## config.mk

```make
export PLATFORM = sky130hd
export DESIGN_NAME = wb_uart_multi
export DESIGN_NICKNAME = d
export VERILOG_FILES = /design/src/rtl/wb_uart_multi_pkg.sv /design/src/rtl/uart_sync_fifo.sv /design/src/rtl/wb_uart_multi.sv
export SDC_FILE = /design/constraint.sdc
export NUM_CORES = 1
export LEC_CHECK = 0
export BUFFER_PORTS_ARGS = -buffer_cell sky130_fd_sc_hd__buf_2
export CAP_MARGIN = 15
export CORE_MARGIN = 2
export CORE_UTILIZATION = 50
export CTS_CLUSTER_SIZE = 20
export DETAILED_ROUTE_END_ITERATION = 16
export PLACE_DENSITY = 0.69
export RECOVER_POWER = 25
export SLEW_MARGIN = 20
export SYNTH_ARGS = -nofsm -noshare
export SYNTH_HDL_FRONTEND = slang
export SYNTH_SLANG_ARGS = --single-unit
```

## constraint.sdc

```tcl
create_clock -name WB_CLK -period 5 [get_ports WB_CLK]
set_clock_uncertainty 0.15 [all_clocks]
set_input_delay 0.75 -clock WB_CLK [delete_from_list [all_inputs] [get_ports WB_CLK]]
set_output_delay 0.75 -clock WB_CLK [all_outputs]
set_load 0.005 [all_outputs]
```

## src/rtl/wb_uart_multi_pkg.sv

```systemverilog
// Shared definitions for the multi-channel Wishbone UART: register map,
// STATUS bit positions, engine state encodings and divisor clamping.
package wb_uart_multi_pkg;
   localparam logic [1:0] REG_DATA   = 2'd0;
   localparam logic [1:0] REG_STATUS = 2'd1;
   localparam logic [1:0] REG_DIV    = 2'd2;
   localparam logic [1:0] REG_IER    = 2'd3;

   localparam int ST_TX_FULL  = 0;
   localparam int ST_TX_EMPTY = 1;
   localparam int ST_RX_EMPTY = 2;
   localparam int ST_RX_FULL  = 3;
   localparam int ST_RXOVR    = 4;
   localparam int ST_FERR     = 5;
   localparam int ST_TXOVF    = 6;
   localparam int ST_TX_BUSY  = 7;

   localparam logic [15:0] MIN_DIV = 16'd4;

   typedef enum logic [1:0] {TX_IDLE, TX_START, TX_DATA, TX_STOP} tx_state_t;
   typedef enum logic [1:0] {RX_IDLE, RX_START, RX_DATA, RX_STOP} rx_state_t;

   function automatic logic [15:0] eff_div(input logic [15:0] d);
      return (d < MIN_DIV) ? MIN_DIV : d;
   endfunction
endpackage

```

## src/rtl/uart_sync_fifo.sv

```systemverilog
// Synchronous first-word-fall-through FIFO; a push into a full FIFO only
// lands when a pop happens in the same cycle, a pop from empty is ignored.
module uart_sync_fifo
   import wb_uart_multi_pkg::*;
#(
   parameter int WIDTH = 8,
   parameter int DEPTH = 16
) (
   input  logic                   clk,
   input  logic                   rst_n,
   input  logic                   push,
   input  logic                   pop,
   input  logic [WIDTH-1:0]       din,
   output logic [WIDTH-1:0]       dout,
   output logic                   full,
   output logic                   empty,
   output logic [$clog2(DEPTH):0] count
);
   localparam int AW = $clog2(DEPTH);
   localparam logic [AW:0] DEPTH_C = (AW+1)'(DEPTH);

   logic [WIDTH-1:0] mem [DEPTH];
   logic [AW-1:0]    wr_ptr, rd_ptr;
   logic             do_push, do_pop;

   assign empty   = (count == '0);
   assign full    = (count == DEPTH_C);
   assign do_pop  = pop & ~empty;
   assign do_push = push & (~full | do_pop);
   assign dout    = mem[rd_ptr];

   always_ff @(posedge clk or negedge rst_n) begin
      if (!rst_n) begin
         wr_ptr <= '0;
         rd_ptr <= '0;
         count  <= '0;
      end else begin
         if (do_push) wr_ptr <= wr_ptr + 1'b1;
         if (do_pop)  rd_ptr <= rd_ptr + 1'b1;
         case ({do_push, do_pop})
            2'b10:   count <= count + 1'b1;
            2'b01:   count <= count - 1'b1;
            default: count <= count;
         endcase
      end
   end

   always_ff @(posedge clk) begin
      if (do_push) mem[wr_ptr] <= din;
   end
endmodule

```

## src/rtl/wb_uart_multi.sv

```systemverilog
// N-channel 8N1 UART behind a Wishbone slave: per-channel TX/RX FIFOs,
// runtime divisor, sticky error flags and maskable level interrupts.
module wb_uart_multi
   import wb_uart_multi_pkg::*;
#(
   parameter int          NUM_CH       = 2,
   parameter int          FIFO_DEPTH   = 16,
   parameter int          ADDRWIDTH    = 10,
   parameter logic [15:0] DIV_RESET    = 16'd104,
   parameter logic [31:0] DEFAULT_READ = 32'hBAD_FAB_AC
) (
   input  logic                 WB_CLK,
   input  logic                 WB_RSTn,
   input  logic [ADDRWIDTH-1:0] WBs_ADR,
   input  logic                 WBs_CYC,
   input  logic                 WBs_STB,
   input  logic                 WBs_WE,
   input  logic [3:0]           WBs_BYTE_STB,
   input  logic [31:0]          WBs_WR_DAT,
   output logic [31:0]          WBs_RD_DAT,
   output logic                 WBs_ACK,
   input  logic [NUM_CH-1:0]    UART_SIN_i,
   output logic [NUM_CH-1:0]    UART_SOUT_o,
   output logic [NUM_CH-1:0]    UART_Intr_o,
   output logic                 UART_Intr_any_o
);
   localparam int CW = $clog2(FIFO_DEPTH) + 1;

   logic        ack, acc, wr_acc, rd_acc, in_window;
   logic [1:0]  sel_ch, reg_sel;
   logic [31:0] rd_dat, rd_next;
   logic        unused;

   logic [7:0]        status_v [NUM_CH];
   logic [15:0]       div_v    [NUM_CH];
   logic [2:0]        ier_v    [NUM_CH];
   logic [7:0]        rx_byte_v[NUM_CH];
   logic [NUM_CH-1:0] rx_empty_v;

   // Every access is performed on the edge that raises ACK, so side effects happen once.
   assign acc       = WBs_CYC & WBs_STB & ~ack;
   assign wr_acc    = acc & WBs_WE;
   assign rd_acc    = acc & ~WBs_WE;
   assign in_window = (WBs_ADR[ADDRWIDTH-1:6] == '0);
   assign sel_ch    = WBs_ADR[5:4];
   assign reg_sel   = WBs_ADR[3:2];
   assign unused    = ^{WBs_ADR[1:0], WBs_WR_DAT[31:16], WBs_BYTE_STB[3:2]};

   always_comb begin
      rd_next = DEFAULT_READ;
      if (in_window) begin
         for (int c = 0; c < NUM_CH; c++) begin
            if (sel_ch == c[1:0]) begin
               case (reg_sel)
                  REG_DATA:   rd_next = rx_empty_v[c] ? 32'h0 : {24'h0, rx_byte_v[c]};
                  REG_STATUS: rd_next = {24'h0, status_v[c]};
                  REG_DIV:    rd_next = {16'h0, div_v[c]};
                  default:    rd_next = {29'h0, ier_v[c]};
               endcase
            end
         end
      end
   end

   always_ff @(posedge WB_CLK or negedge WB_RSTn) begin
      if (!WB_RSTn) begin
         ack    <= 1'b0;
         rd_dat <= '0;
      end else begin
         ack <= acc;
         if (acc) rd_dat <= rd_next;
      end
   end

   assign WBs_ACK         = ack;
   assign WBs_RD_DAT      = rd_dat;
   assign UART_Intr_any_o = |UART_Intr_o;

   for (genvar c = 0; c < NUM_CH; c++) begin : g_ch
      logic          sel, wr_data, wr_status, wr_div, wr_ier, rd_data;
      logic [15:0]   div_q, tx_div_q, rx_div_q, tx_cnt, rx_cnt, rx_tgt;
      logic [2:0]    ier_q, tx_idx, rx_idx;
      logic          rxovr_q, ferr_q, txovf_q, intr_q;
      logic          tx_pop, tx_full, tx_empty, tx_bit_done;
      logic          rx_push, rx_pop, rx_full, rx_empty, rx_tick;
      logic [7:0]    tx_dout, tx_shift, rx_dout, rx_shift, status;
      logic [CW-1:0] tx_count, rx_count;
      logic          sin_s1, sin_s2, sin_d;
      tx_state_t     tx_state, tx_next;
      rx_state_t     rx_state, rx_next;

      assign sel       = in_window & (sel_ch == 2'(c));
      assign wr_data   = wr_acc & sel & (reg_sel == REG_DATA) & WBs_BYTE_STB[0];
      assign wr_status = wr_acc & sel & (reg_sel == REG_STATUS);
      assign wr_div    = wr_acc & sel & (reg_sel == REG_DIV);
      assign wr_ier    = wr_acc & sel & (reg_sel == REG_IER);
      assign rd_data   = rd_acc & sel & (reg_sel == REG_DATA);
      assign rx_pop    = rd_data;

      uart_sync_fifo #(.WIDTH(8), .DEPTH(FIFO_DEPTH)) u_tx_fifo (
         .clk(WB_CLK), .rst_n(WB_RSTn), .push(wr_data), .pop(tx_pop),
         .din(WBs_WR_DAT[7:0]), .dout(tx_dout), .full(tx_full), .empty(tx_empty),
         .count(tx_count));

      uart_sync_fifo #(.WIDTH(8), .DEPTH(FIFO_DEPTH)) u_rx_fifo (
         .clk(WB_CLK), .rst_n(WB_RSTn), .push(rx_push), .pop(rx_pop),
         .din(rx_shift), .dout(rx_dout), .full(rx_full), .empty(rx_empty),
         .count(rx_count));

      // Sticky flags: a new event in the same cycle as a W1C wins over the clear.
      always_ff @(posedge WB_CLK or negedge WB_RSTn) begin
         if (!WB_RSTn) begin
            div_q   <= DIV_RESET;
            ier_q   <= '0;
            rxovr_q <= 1'b0;
            ferr_q  <= 1'b0;
            txovf_q <= 1'b0;
            intr_q  <= 1'b0;
         end else begin
            if (wr_div & WBs_BYTE_STB[0]) div_q[7:0]  <= WBs_WR_DAT[7:0];
            if (wr_div & WBs_BYTE_STB[1]) div_q[15:8] <= WBs_WR_DAT[15:8];
            if (wr_ier) ier_q <= WBs_WR_DAT[2:0];
            rxovr_q <= (rxovr_q & ~(wr_status & WBs_WR_DAT[ST_RXOVR])) | (rx_push & rx_full & ~rx_pop);
            ferr_q  <= (ferr_q  & ~(wr_status & WBs_WR_DAT[ST_FERR]))  | (rx_push & ~sin_s2);
            txovf_q <= (txovf_q & ~(wr_status & WBs_WR_DAT[ST_TXOVF])) | (wr_data & tx_full & ~tx_pop);
            intr_q  <= |(ier_q & {rxovr_q | ferr_q | txovf_q,
                                  (tx_count == '0) && (tx_state == TX_IDLE),
                                  rx_count != '0});
         end
      end

      always_comb begin
         status              = 8'h00;
         status[ST_TX_FULL]  = tx_full;
         status[ST_TX_EMPTY] = tx_empty;
         status[ST_RX_EMPTY] = rx_empty;
         status[ST_RX_FULL]  = rx_full;
         status[ST_RXOVR]    = rxovr_q;
         status[ST_FERR]     = ferr_q;
         status[ST_TXOVF]    = txovf_q;
         status[ST_TX_BUSY]  = (tx_state != TX_IDLE);
      end

      assign status_v[c]   = status;
      assign div_v[c]      = div_q;
      assign ier_v[c]      = ier_q;
      assign rx_byte_v[c]  = rx_dout;
      assign rx_empty_v[c] = rx_empty;
      assign UART_Intr_o[c] = intr_q;
      assign UART_SOUT_o[c] = (tx_state == TX_START) ? 1'b0 :
                              (tx_state == TX_DATA)  ? tx_shift[0] : 1'b1;

      always_comb begin
         tx_next     = tx_state;
         tx_pop      = 1'b0;
         tx_bit_done = (tx_cnt == tx_div_q - 16'd1);
         case (tx_state)
            TX_IDLE:  if (!tx_empty) begin tx_next = TX_START; tx_pop = 1'b1; end
            TX_START: if (tx_bit_done) tx_next = TX_DATA;
            TX_DATA:  if (tx_bit_done && tx_idx == 3'd7) tx_next = TX_STOP;
            TX_STOP:  if (tx_bit_done) begin
                         if (!tx_empty) begin tx_next = TX_START; tx_pop = 1'b1; end
                         else tx_next = TX_IDLE;
                      end
            default:  tx_next = TX_IDLE;
         endcase
      end

      // Divisor is captured when a byte leaves the FIFO, so it only changes between frames.
      always_ff @(posedge WB_CLK or negedge WB_RSTn) begin
         if (!WB_RSTn) begin
            tx_state <= TX_IDLE;
            tx_cnt   <= '0;
            tx_idx   <= '0;
            tx_div_q <= MIN_DIV;
         end else begin
            tx_state <= tx_next;
            if (tx_pop) begin
               tx_cnt   <= '0;
               tx_idx   <= '0;
               tx_div_q <= eff_div(div_q);
            end else if (tx_state != TX_IDLE) begin
               if (tx_bit_done) begin
                  tx_cnt <= '0;
                  if (tx_state == TX_DATA) tx_idx <= tx_idx + 3'd1;
               end else begin
                  tx_cnt <= tx_cnt + 16'd1;
               end
            end
         end
      end

      always_ff @(posedge WB_CLK) begin
         if (tx_pop) tx_shift <= tx_dout;
         else if (tx_state == TX_DATA && tx_bit_done) tx_shift <= {1'b0, tx_shift[7:1]};
      end

      always_ff @(posedge WB_CLK or negedge WB_RSTn) begin
         if (!WB_RSTn) begin
            sin_s1 <= 1'b1;
            sin_s2 <= 1'b1;
            sin_d  <= 1'b1;
         end else begin
            sin_s1 <= UART_SIN_i[c];
            sin_s2 <= sin_s1;
            sin_d  <= sin_s2;
         end
      end

      // Start bit is rechecked half a bit after the edge; later samples land mid-bit.
      assign rx_tgt  = (rx_state == RX_START) ? ({1'b0, rx_div_q[15:1]} - 16'd1) : (rx_div_q - 16'd1);
      assign rx_tick = (rx_cnt == rx_tgt);

      always_comb begin
         rx_next = rx_state;
         rx_push = 1'b0;
         case (rx_state)
            RX_IDLE:  if (sin_d && !sin_s2) rx_next = RX_START;
            RX_START: if (rx_tick) rx_next = sin_s2 ? RX_IDLE : RX_DATA;
            RX_DATA:  if (rx_tick && rx_idx == 3'd7) rx_next = RX_STOP;
            RX_STOP:  if (rx_tick) begin rx_next = RX_IDLE; rx_push = 1'b1; end
            default:  rx_next = RX_IDLE;
         endcase
      end

      always_ff @(posedge WB_CLK or negedge WB_RSTn) begin
         if (!WB_RSTn) begin
            rx_state <= RX_IDLE;
            rx_cnt   <= '0;
            rx_idx   <= '0;
            rx_div_q <= MIN_DIV;
         end else begin
            rx_state <= rx_next;
            if (rx_state == RX_IDLE) begin
               rx_cnt   <= '0;
               rx_idx   <= '0;
               rx_div_q <= eff_div(div_q);
            end else if (rx_tick) begin
               rx_cnt <= '0;
               if (rx_state == RX_DATA) rx_idx <= rx_idx + 3'd1;
            end else begin
               rx_cnt <= rx_cnt + 16'd1;
            end
         end
      end

      always_ff @(posedge WB_CLK) begin
         if (rx_state == RX_DATA && rx_tick) rx_shift <= {sin_s2, rx_shift[7:1]};
      end
   end
endmodule

```

==> results by group, run 1 <==
Routing
  • DR vias: 22222
  • Via density: 5.95
  • TritonRoute pass-1 iters: 5
  • DR iter-0 viols: 2278
  • Total DRC errors in the routed layout: 0
  • Antenna-violating nets left: 0
  • Final WL: 83.4 mm
  • Routed wire per std cell: 22.3 um

Final layout
  • Layout area overhead: 11.9%
  • Share of cells above drive strength 1: 21.2%
  • Final net count: 2802
  • Final Cell Area: 0.0416 mm2
  • Non-Filler Instances: 3734

Clocking
  • H-tree depth: 3
  • Clk slew on worst S/H paths: 0.06 ns
  • CTS tree: built
  • Clock Path Buffers: 3
  • Clk_lat worst skew: 0.65 ns
  • # clock sinks: 814
  • Num CTS Buffers: 85
  • Clk Tree Root Cell: clkbuf_16

Setup path
  • CP Data Required Time: 5.14 ns
  • Worst-path maximum fanout: 18
  • Critical-path cell list: nor2b_2 -> mux2i_1 -> ha_1 -> nand2b_1 -> a211oi_2 -> and3_1 -> and4_1 -> nor3_1 -> or3b_4 -> nor4_4 -> buf_4 -> and2_1 -> and3_1
  • CP Capture Type: flip-flop
  • Critical Path Start Type: flip-flop
  • WP data arrival: 4.88 ns
  • Slowest-stage cell, CP: and3_1
  • Worst path most repeated cell: and3_1
  • Max stage delay on crit path: 0.60 ns
  • Critical path class: flip-flop to flip-flop

Run
  • Max-Cap Viols: 7

Timing
  • RSZ-0062 raised after global routing: false
  • Slew Limit Fails: 255
  • Setup TNS: 0 ns
  • Slew HR: -36.5%
  • Tmin final: 4.74 ns
  • Slew @ Worst Pin: 2.05 ns
  • Final Hold Viols: 0
  • Period utilisation layout: 94.8%
  • Final setup violation count: 0
  • Fmax: 211 MHz

Synth
  • Cell taking the most area after synthesis: edfxtp_1
  • Distinct cell type count after synthesis: 110
  • Synth warn: 0
  • Mean area per synthesized cell: 14.3 um2
  • Area share of the largest cell type after synthesis: 43.9%
  • Mapped Cells: 2603
  • Post-synth EDFFs: 544
  • Main synth FF type: edfxtp_1
  • Asr flop ratio synth: 33.2%
  • Post-Syn Area: 0.0372 mm2
  • FF+latch count, synth: 814
  • Area contributors post-synth: edfxtp_1, dfrtp_1, mux4_2
  • Register area share after synthesis: 62.1%

Floorplanning
  • Core Region: 0.0741 mm2
  • Die area: 0.0766 mm2
  • Die Y: 277 um
  • Initial cell density of the core: 50.2%
  • IO Pins: 91
  • Std-Cell Rows: 100
  • Die X: 277 um

Place
  • IO Port Bufs: 66
  • Placed cell area: 0.0387 mm2
  • GPL Wtd Cong: 0.893
  • Cell count after placement: 3573
  • Detailed Place HPWL: 55.0 mm

Run status
  • Outcome: complete, but fails checks
  • Failing checks: max-capacitance violations, max-slew violations

GRT
  • Antenna violations before repair: 8
  • First-pass GRT wire length: 130 mm
  • Grt total ovfl: 0
  • Largest net degree at the start of global routing: 95
  • Number of global-route vias before repair: 22231
  • All-Layer GR Usage: 21.8%

Pwr
  • Static Leak: 15.6 nW
  • Maximum vdd drop: 0.290 mV
  • Power Density: 447 mW/mm2

Hold path
  • Worst hold-check path type: input pin to flip-flop
[synthesized netlist by cell type (12+ instances only)]
library cell and count:
mux4_2 135, mux2i_1 64, xor2_1 73, nand3_1 60, ha_1 55, dfrtp_1 254
nor2b_1 31, and3_1 43, clkbuf_1 76, edfxtp_1 544, buf_2 14, nand2b_1 25
nand2_1 224, dfstp_2 16, nor4_1 23, a211oi_1 25, o21ai_0 87, nand4_1 27
a21o_1 12, xnor2_1 95, mux2_2 97, and2_1 18, nor2_1 164, buf_4 22
buf_1 22, inv_1 44, nor3_1 36, a221oi_1 14, a21oi_1 54
[state kept, by name, summed over array words and instances (netlist names), 4 cells and up, named ones only]
signal and flops:
WBs_RD_DAT 17, g_ch.div_q 32, g_ch.ier_q 6, g_ch.rx_cnt 32, g_ch.rx_div_q 32, g_ch.rx_idx 6
g_ch.rx_shift 16, g_ch.tx_cnt 32, g_ch.tx_div_q 32, g_ch.tx_idx 6, g_ch.tx_shift 16, g_ch.tx_state 4
g_ch.u_rx_fifo.count 10, g_ch.u_rx_fifo.mem 256, g_ch.u_rx_fifo.rd_ptr 8, g_ch.u_rx_fifo.wr_ptr 8, g_ch.u_tx_fifo.count 10, g_ch.u_tx_fifo.mem 256
g_ch.u_tx_fifo.rd_ptr 8, g_ch.u_tx_fifo.wr_ptr 8
[where the power goes]
part,leakage [nW],switching (mW),total (mW),internal [mW]
clock network,1.43,2.74,6.54,3.81
registers,8.41,0.615,8.14,7.53
logic,5.81,2.07,3.93,1.85
[layer usage]
metal,global-route usage (%),routed length [um],vias up
met4,6.15,1880,10
met1,30.9,36000,11326
met2,35.1,40100,727
met5,0,63,-
li1,-,-,10043
met3,3.89,5350,116
[per-stage QoR]
step | setup slack [ns] | utilization [%] | hold WS, ns | total power [mW]
global placement | 0.283 | 52.2 | 0.196 | 12.0
finish | 0.260 | 56.2 | 0.0468 | 18.6
floorplan | 0.0580 | - | 0.195 | 11.1
global route | 0.000894 | 56.2 | 0.0115 | 19.5
detailed placement | 0.226 | 52.2 | 0.197 | 12.2
CTS | 0.215 | 56.2 | 0.00734 | 18.7
[path summary, 6_finish.rpt]
kind                                          start                                    end  slack, ns  depth (start not counted)
setup / recovery                          flip-flop  g_ch[0].u_rx_fifo.mem[6][2]$_DFFE_PP_       0.26                         13
hold / removal                        UART_SIN_i[0]               g_ch[0].sin_s1$_DFF_PN1_       0.05                          1
setup reg to reg                          flip-flop  g_ch[0].u_rx_fifo.mem[6][2]$_DFFE_PP_       0.26                         13
hold reg to reg            g_ch[0].sin_s1$_DFF_PN1_               g_ch[0].sin_s2$_DFF_PN1_       0.21                          0
max in group asynchronous                   WB_RSTn           g_ch[1].div_q[4]$_DFFE_PN0P_       2.96                          3
min in group asynchronous                   WB_RSTn           g_ch[1].div_q[1]$_DFFE_PN0P_       0.59                          2
[placed cells by master (no fill, tap or decap), types with 73 or more instances in the layout]
| master | instances |
|---|---|
| xnor2_1 | 95 |
| nand2_1 | 224 |
| dfrtp_1 | 247 |
| mux2_2 | 97 |
| clkbuf_16 | 87 |
| nor2_1 | 164 |
| o21ai_0 | 87 |
| xor2_1 | 73 |
| mux4_2 | 135 |
| edfxtp_1 | 544 |
[kinds of logic (layout without fill, tap and decap cells)]
group	count (synthesis)	after routing	synth area share [%]
flip-flops	814	814	62.1
buffers and inverters	187	345	2.30
XOR/XNOR	168	168	3.96
other	1	5	0.0101
multiplexers	305	305	13.2
adder cells (fa/ha/maj)	57	57	1.96
AND/OR/NAND/NOR	755	755	10.4
AO/OA/AOI/OAI	316	316	5.99
[repair_timing]
| item | in CTS | in global routing |
|---|---|---|
| endpoints found under the setup margin | 0 | 66 |
| hold buffers | 1 | 0 |
| resized for setup | 0 | 7 |
| endpoints found under the hold margin | 34 | 0 |
| buffers inserted | 0 | 0 |
[critical path: cells and delay by family (launching register included)]
family	cells	cell delay (ns)
AO/OA/AOI/OAI	1	0.32
adder cells (fa/ha/maj)	1	0.23
buffers and inverters	1	0.22
flip-flops	1	0.47
multiplexers	1	0.30
AND/OR/NAND/NOR	9	2.69
[area by class of cell]
type,instances,area [um2]
fill,5785,32400
sequential,814,23100
multi-input combinational,1605,13300
clock buffer,109,2360
tap,969,1210
timing repair buffer,140,912
clock inverter,50,573
inverter,46,173
antenna,1,2.50
(Power assumes the default switching activity.)
==> run 2: changes to the inputs <==
--- a/config.mk
+++ b/config.mk
@@ -7,7 +7,7 @@
 export LEC_CHECK = 0
 export BUFFER_PORTS_ARGS = -buffer_cell sky130_fd_sc_hd__buf_2
 export CAP_MARGIN = 15
-export CORE_MARGIN = 2
+export CORE_MARGIN = 1.5
 export CORE_UTILIZATION = 50
 export CTS_CLUSTER_SIZE = 20
 export DETAILED_ROUTE_END_ITERATION = 16
==> results by group, run 2 (synthesized netlist as in run 1, its figures left out) <==
Final layout
  • Non-Filler Instances: 3727
  • Fill cells: 5723
  • Final Cell Area: 0.0416 mm2
  • Commonest non-fill, non-tap cell in the layout: edfxtp_1
  • Largest registers: g_ch.u_rx_fifo.mem (256), g_ch.u_tx_fifo.mem (256)
  • Share of cells above drive strength 1: 21.2%
  • Most frequent cells in the layout: edfxtp_1, dfrtp_1, nand2_1, nor2_1, mux4_2
  • Layout area overhead: 11.8%
  • Final net count: 2808

Timing
  • Slew HR: -96.1%
  • Final setup violation count: 0
  • Tmin final: 4.81 ns
  • RSZ-0062 raised after global routing: false
  • Final Hold Viols: 0
  • Setup TNS: 0 ns
  • Fmax: 208 MHz
  • Period utilisation layout: 96.1%
  • Slew @ Worst Pin: 2.94 ns
  • Final WS setup: 0.193 ns
  • Slew Limit Fails: 176

Place
  • DP Worst Slack: 0.274 ns
  • Cell count after placement: 3570
  • Detailed Place HPWL: 55.4 mm
  • IO Port Bufs: 66
  • Placed cell area: 0.0387 mm2
  • GPL Wtd Cong: 0.851

Setup path
  • Critical Path Start Type: flip-flop
  • Max stage delay on crit path: 0.56 ns
  • Slowest-stage cell, CP: or4b_4
  • Worst-path maximum fanout: 4
  • CP Data Required Time: 5.37 ns
  • Critical-path cell list: and2b_2 -> mux2i_2 -> ha_2 -> inv_1 -> a2111oi_4 -> nand2_4 -> xnor2_4 -> nand3b_1 -> or4b_4 -> or4_4 -> and2_4 -> fa_1 -> a21o_1 -> a21oi_2 -> or3_1 -> mux2i_1 -> xor2_1
  • Buf+Inv Stages, Crit Path: 1
  • WP data arrival: 5.17 ns
  • CP Capture Type: flip-flop
  • CP top delay family: simple AND/OR/NAND/NOR gates
  • Critical path class: flip-flop to flip-flop

Clocking
  • # hold bufs at CTS: 0
  • Clock Path Buffers: 3
  • Num CTS Buffers: 84
  • Clk_lat worst skew: 0.64 ns
  • # clock sinks: 814
  • H-tree depth: 3
  • Clk slew on worst S/H paths: 0.06 ns
  • CTS tree: built
  • Clk Tree Root Cell: clkbuf_16

Floorplanning
  • Die X: 276 um
  • Die Y: 276 um
  • Std-Cell Rows: 99
  • Core Region: 0.0733 mm2
  • Initial cell density of the core: 50.7%
  • Die area: 0.0760 mm2
  • IO Pins: 91

Pwr
  • Share of power burned in registers: 43.9%
  • Maximum vdd drop: 0.246 mV
  • Clock power frac: 34.2%
  • Comb power frac: 21.9%
  • Power Density: 443 mW/mm2
  • Static Leak: 15.6 nW
  • Sw Pwr: 5.37 mW
  • Internal cell power: 13.0 mW
  • Sw Share: 29.2%

Routing
  • TritonRoute pass-1 iters: 7
  • Final WL: 83.3 mm
  • Routed wire per std cell: 22.3 um
  • Antenna-violating nets left: 0
  • Via density: 5.93
  • DR iter-0 viols: 1836
  • DR vias: 22108
  • Total DRC errors in the routed layout: 0

GRT
  • All-Layer GR Usage: 22.3%
  • Grt total ovfl: 0
  • First-pass GRT wire length: 130 mm
  • Number of global-route vias before repair: 22443
  • Antenna violations before repair: 5
  • Largest net degree at the start of global routing: 107

Run
  • Max-Cap Viols: 3

Hold path
  • Worst hold-check path type: input pin to flip-flop
  • Hold_sp: UART_SIN_i[1]

Run status
  • Outcome: complete, but fails checks
  • Failing checks: max-capacitance violations, max-slew violations
## run 2: cell types whose count changed in the layout (fill, tap and decap cells not counted), sizes merged
cell and delta:
inv -7, dlygate4sd3 -1, bufinv -2, clkinv +1
buf +12
## run 2: power groups by stage
stage | clock network (mW) | registers (mW) | logic, mW
final | 6.30 | 8.08 | 4.04
after global placement | 0 | 8.18 | 3.86
after floorplan | 0 | 7.87 | 3.27
after global routing | 6.69 | 8.15 | 4.42
after detailed placement | 0 | 8.21 | 3.99
after CTS | 6.43 | 8.08 | 4.02
## run 2: what timing repair did
item,CTS,global route
endpoints found under the setup margin,0,1
resized for setup,0,8
hold endpoints to repair,0,0
buffers inserted,0,1
## run 2: layout make-up
cell class | instances | area [um2] | share of cell area [%]
Sequential cell | 814 | 23100 | 55.6
Multi-Input combinational cell | 1605 | 13300 | 32.0
Clock buffer | 113 | 2340 | 5.63
Tap cell | 959 | 1200 | 2.89
Timing Repair Buffer | 147 | 948 | 2.28
Clock inverter | 42 | 495 | 1.19
Inverter | 46 | 173 | 0.415
Antenna cell | 1 | 2.50 | 0.00602
## run 2: metrics by stage
stage / power, mW / utilization (%) / hold WS, ns
final: 18.4 / 56.7 / 0.0605
after global routing: 19.3 / 56.7 / 0.0390
after CTS: 18.5 / 56.6 / 0.0220
after detailed placement: 12.2 / 52.8 / 0.197
after global placement: 12.0 / 52.8 / 0.195
after floorplan: 11.1 / - / 0.195
## run 2: worst paths after layout
| path | endpoint | slack (ns) | cells past startpoint |
|---|---|---|---|
| worst max-delay path | g_ch[1].u_rx_fifo.count[4]$_DFFE_PN0P_ | 0.19 | 17 |
| worst min-delay path | g_ch[1].sin_s1$_DFF_PN1_ | 0.06 | 1 |
| worst max register to register | g_ch[1].u_rx_fifo.count[4]$_DFFE_PN0P_ | 0.19 | 17 |
| worst min register to register | g_ch[1].sin_s2$_DFF_PN1_ | 0.21 | 0 |
| max in group asynchronous | g_ch[0].u_tx_fifo.rd_ptr[0]$_DFFE_PN0P_ | 1.92 | 1 |
| min in group asynchronous | g_ch[1].rx_cnt[8]$_DFF_PN0_ | 0.86 | 1 |
## run 2: layer usage
metal  vias up  GRT usage [%]  share of wire (%)
met2       672           36.1                 48
met4         8           7.37                2.7
li1      10035              -                  -
met5         -              0              0.067
met3       136           3.48                5.6
met1     11257           31.1                 43
